<file path="src/rtl/half_adder_pkg.sv">
// ============================================================================
// Module   : half_adder_pkg
// Purpose  : Shared constants and helpers for the lane-parallel half adder.
// Revision : 1.0 - initial release
// ============================================================================
`default_nettype none

package half_adder_pkg;

   localparam int DEFAULT_WIDTH = 1;

   // Statistics counters: width and the value at which they stop counting.
   localparam int                   STATS_W   = 32;
   localparam logic [STATS_W-1:0]   STATS_SAT = '1;

   // Bits needed to hold a count in 0..w, i.e. $clog2(w+1) with a floor of 1.
   function automatic int cnt_width(input int w);
      int r;
      r = 1;
      while ((1 << r) < (w + 1)) begin
         r = r + 1;
      end
      return r;
   endfunction

endpackage : half_adder_pkg

`default_nettype wire

</file>
<file path="src/rtl/ha_cell.sv">
// ============================================================================
// Module   : ha_cell
// Purpose  : Single-bit combinational half adder (one lane of half_adder_unit).
// Revision : 1.0 - initial release
// ============================================================================
`default_nettype none

module ha_cell (
   input  logic a,
   input  logic b,
   output logic s,
   output logic c
);

   assign s = a ^ b;
   assign c = a & b;

endmodule : ha_cell

`default_nettype wire

</file>
<file path="src/rtl/half_adder_unit.sv">
// ============================================================================
// Module   : half_adder_unit
// Purpose  : Registered WIDTH-lane half adder with valid flag and carry
//            summary. Optional HALF_ADDER_UNIT_STATS_EN adds saturating
//            op_count / carry_total statistics outputs.
// Revision : 1.0 - initial release
// ============================================================================
`default_nettype none

module half_adder_unit
   import half_adder_pkg::*;
#(
   parameter  int WIDTH = DEFAULT_WIDTH,
   localparam int CNT_W = cnt_width(WIDTH)
) (
   input  logic             clk,
   input  logic             rst_n,
   input  logic             in_valid,
   input  logic [WIDTH-1:0] a,
   input  logic [WIDTH-1:0] b,
   output logic             out_valid,
   output logic [WIDTH-1:0] s,
   output logic [WIDTH-1:0] c,
   output logic             carry_any,
   output logic [CNT_W-1:0] carry_cnt
`ifdef HALF_ADDER_UNIT_STATS_EN
   ,
   output logic [STATS_W-1:0] op_count,
   output logic [STATS_W-1:0] carry_total
`endif
);

   logic [WIDTH-1:0] lane_s;
   logic [WIDTH-1:0] lane_c;

   for (genvar i = 0; i < WIDTH; i++) begin : g_lane
      ha_cell u_cell (
         .a (a[i]),
         .b (b[i]),
         .s (lane_s[i]),
         .c (lane_c[i])
      );
   end

   function automatic logic [CNT_W-1:0] popcount(input logic [WIDTH-1:0] v);
      logic [CNT_W-1:0] n;
      n = '0;
      for (int i = 0; i < WIDTH; i++) begin
         n = n + CNT_W'(v[i]);
      end
      return n;
   endfunction

   logic             out_valid_d, out_valid_q;
   logic [WIDTH-1:0] s_d,         s_q;
   logic [WIDTH-1:0] c_d,         c_q;
   logic             carry_any_d, carry_any_q;
   logic [CNT_W-1:0] carry_cnt_d, carry_cnt_q;

   // Summary is derived from the next-state carry so all outputs load together;
   // lane data is only looked at when in_valid is high.
   always_comb begin
      out_valid_d = in_valid;
      s_d         = s_q;
      c_d         = c_q;
      carry_any_d = carry_any_q;
      carry_cnt_d = carry_cnt_q;
      if (in_valid) begin
         s_d         = lane_s;
         c_d         = lane_c;
         carry_any_d = |lane_c;
         carry_cnt_d = popcount(lane_c);
      end
   end

   always_ff @(posedge clk) begin
      if (!rst_n) begin
         out_valid_q <= 1'b0;
         s_q         <= '0;
         c_q         <= '0;
         carry_any_q <= 1'b0;
         carry_cnt_q <= '0;
      end else begin
         out_valid_q <= out_valid_d;
         s_q         <= s_d;
         c_q         <= c_d;
         carry_any_q <= carry_any_d;
         carry_cnt_q <= carry_cnt_d;
      end
   end

   assign out_valid = out_valid_q;
   assign s         = s_q;
   assign c         = c_q;
   assign carry_any = carry_any_q;
   assign carry_cnt = carry_cnt_q;

`ifdef HALF_ADDER_UNIT_STATS_EN
   logic [STATS_W-1:0] op_count_d,    op_count_q;
   logic [STATS_W-1:0] carry_total_d, carry_total_q;
   logic [STATS_W:0]   total_sum;

   // Both counters saturate instead of wrapping.
   always_comb begin
      op_count_d    = op_count_q;
      carry_total_d = carry_total_q;
      total_sum     = {1'b0, carry_total_q} + (STATS_W+1)'(carry_cnt_d);
      if (in_valid) begin
         if (op_count_q != STATS_SAT) begin
            op_count_d = op_count_q + 1'b1;
         end
         carry_total_d = total_sum[STATS_W] ? STATS_SAT : total_sum[STATS_W-1:0];
      end
   end

   always_ff @(posedge clk) begin
      if (!rst_n) begin
         op_count_q    <= '0;
         carry_total_q <= '0;
      end else begin
         op_count_q    <= op_count_d;
         carry_total_q <= carry_total_d;
      end
   end

   assign op_count    = op_count_q;
   assign carry_total = carry_total_q;
`endif

endmodule : half_adder_unit

`default_nettype wire

</file>
<file path="config.mk">
export PLATFORM = sky130hd
export DESIGN_NAME = half_adder_unit
export DESIGN_NICKNAME = d
export VERILOG_FILES = /design/src/rtl/half_adder_pkg.sv /design/src/rtl/ha_cell.sv /design/src/rtl/half_adder_unit.sv
export SDC_FILE = /design/constraint.sdc
export NUM_CORES = 1
export LEC_CHECK = 0
export ABC_AREA = 1
export ABC_CLOCK_PERIOD_IN_PS = 800
export CAP_MARGIN = 25
export CORE_AREA = 2 2 39 41
export DETAILED_ROUTE_END_ITERATION = 16
export DIE_AREA = 0 0 41 43
export DONT_BUFFER_PORTS = 1
export PLACE_DENSITY = 0.3
export SKIP_LAST_GASP = 1
export SYNTH_ARGS = -nofsm -noshare
export SYNTH_HDL_FRONTEND = slang
export SYNTH_SLANG_ARGS = --single-unit
</file>
<file path="constraint.sdc">
create_clock -name clk -period 0.8 [get_ports clk]
set_input_delay 0.04 -clock clk [delete_from_list [all_inputs] [get_ports clk]]
set_output_delay 0.04 -clock clk [all_outputs]
set_load 0.01 [all_outputs]
</file>
==> impl_results.md <==
- Net Sw Frac: 22.2%
- Critical path depth: 1
- Pins Over Slew Limit: 0
- Yosys cell types: 6
- Max cap viols: 0
- # DRC: 0
- Root buf cell: clkbuf_4
- Fin Hold WS: 0.129 ns
- Total GRT Usage: 3.41%
- DR vias: 102
- N_diodes: 0
- Net count after synthesis: 24
- Largest family of logic cells by synthesized area: simple AND/OR/NAND/NOR gates
- Hold path depth: 5
- Sequential-to-total area share from yosys stat: 45.3%
- Port Buf Inserts: 0
- Crit path cell chain: buf_4
- GRT overflow: 0
- Final setup violation count: 0
- Largest net degree at the start of global routing: 6
- Post-Syn Area: 133 um2
- First-pass GRT wire length: 351 um
- CTS Buffer Depth: 2
- Final WL: 254 um
- Most common cell after layout, fill and taps aside: nand2_1
- Worst Path Max Fanout: 3
- Critical path arrival: 0.72 ns
- Yosys warnings: 0
- Clk_lat worst skew: 0.23 ns
- Crit path largest cell delay: 0.33 ns
- CP max stage cell: dfxtp_1
- Final nets: 30
- Post-Synth XOR/XNOR Area: 0%
- CTS tree: done
- Routed len/inst: 6.51 um
- NetSw: 0.000105 W
- Initial antenna violation count: 0
- Hold_sp: b
- Post-Synthesis Cells: 18
- Multiplexer share of the synthesized area: 0%
- Clock network power share: 55.0%
- VDD IR max: 0.000423 V
- Share of layout cells above drive strength 1: 17.4%
- Critical setup path kind: flop to primary output
- Hpwl dp: 181 um
- Max Freq: 1320 MHz
- Layout area overhead: 44.3%
- Most frequent cells in the layout: nand2_1 (5), nor2_1 (4), inv_1 (3), dfxtp_1 (3), clkbuf_4 (3)
- Combinational fraction of design power: 9.2%
- Class of the worst hold path: input pin to flop
- R2R Path End: s
- Buf+Inv Stages, Crit Path: 1
- DRT antenna net count: 0
- Post-layout worst setup margin: 0.0407 ns
- Internal Power: 0.000367 W
- Post-Synth Simple-Gate Area: 25.5%
- R2r setup slk: 0.23 ns
- Starting DRT DRC Count: 0
- Die Footprint: 1760 um2
- Yosys reg bits: 3
- CP Capture Type: primary output
- Post-Synth Adder-Cell Area: 9.43%
- Die Y: 43 um
- Routed vias/inst: 2.62
- Final Cycle Share: 94.9%
- Hold path endpoint: s
- Clock-pin slew on the worst setup and hold paths: 0.04 ns
- Initial Utilization: 9.58%
- Placer Congestion: 0.649
- Worst-Margin Slew: 0.173 ns
- Num rows: 14
- Setup bufs post-CTS: 0
- Num ports: 10
- Core Box Area: 1380 um2
- Power share of the sequential group: 35.8%
- PwrDens: 2470 nW/um2
- Hold Fails Final Rpt: 0
- H-tree depth: 1
- Pre-CTS setup slack: 0.187 ns
- R2R depth: 2
- Num Clock Sinks: 3
- Top delay family on crit path: flip-flops
- Num CTS Buffers: 3
- R2R Path Start: s
- Slew margin rel.: 88.4%
- Post-route minimum period: 0.759 ns
- Compound-gate portion of the synthesized area: 0%
- Power consumption: 0.000472 W
- Worst EP required: 0.76 ns
- P_leak: 0.0989 nW
- RSZ-0062 raised after global routing: no
- Vias in the first global route: 97
- Outcome: completed
- Setup_tns: 0 ns
- Fillers: 166
- Clock Skews: 0 ns
- 1st-pass router iterations: 1
- Chip Width: 41 um
- Worst Setup Start Kind: flop
- Avg Synthesized Cell Area: 7.37 um2
sequential cells by signal, summed over array words and instances (netlist names):
| register | flops |
|---|---|
| out_valid | 1 |
| s | 1 |
| carry_any | 1 |
layer usage:
layer  global-route usage (%)  wire length (um)  up-vias
met3                     2.09                32        0
met5                        0                 0        -
met1                     3.19                97       39
met4                     4.00                 0        0
li1                         -                 -       59
met2                     4.38               124        4
tightest hold or removal path, delay by kind of cell:
| family | cells | cell delay (ns) |
|---|---|---|
| fa+ha+maj | 1 | 0.09 |
| buf+inv | 1 | 0.04 |
| simple gates | 3 | 0.14 |
how the worst max path moves through the flow:
stage	from	to	slack (ns)
final	carry_any	carry_any	0.04
after global routing	carry_any	carry_cnt	0.003
after CTS	carry_any	carry_any	0.02
after detailed placement	a	s	0.19
after global placement	a	s	0.19
after floorplan	carry_any	carry_any	0.21
what timing repair did:
item | 4_1_cts | 5_1_grt
hold endpoints to repair | 3 | 0
hold buffers | 2 | 0
resized for setup | 0 | 0
cell type report:
| class | instances | area [um2] | area share [%] |
|---|---|---|---|
| clock buffers | 4 | 26.3 | 13.7 |
| inverters | 3 | 11.3 | 5.88 |
| multi-input cells | 10 | 46.3 | 24.2 |
| flip-flops and latches | 3 | 60.1 | 31.4 |
| well taps | 16 | 20.0 | 10.5 |
| repair buffers | 3 | 27.5 | 14.4 |
metrics by stage:
| stage | instances | cell area, um2 | util, % |
|---|---|---|---|
| floorplan | 18 | 133 | - |
| global placement | 33 | 145 | 10.5 |
| detailed placement | 33 | 145 | 10.5 |
| CTS | 39 | 191 | 13.8 |
| global route | 39 | 191 | 13.8 |
| finish | 39 | 191 | 13.8 |
Yosys cell counts, drive strengths merged:
cell type	count	area share (%)
inv	3	8.5
nor2	4	11
buf	2	11
dfxtp	3	45
nand2	5	14
ha	1	9.4
power by group through the flow:
stage               Combinational [W]  Sequential (W)  Clock, W
finish                      0.0000432        0.000169  0.000260
global route                0.0000520        0.000170  0.000284
CTS                         0.0000443        0.000169  0.000272
detailed placement          0.0000331        0.000172         0
global placement            0.0000332        0.000171         0
floorplan                   0.0000303        0.000173         0
logic make-up after synthesis:
logic type | after synthesis
AND/OR/NAND/NOR | 9
buffers and inverters | 5
flip-flops | 3
adder cells (fa/ha/maj) | 1
Power figures use the tool's default switching activity.
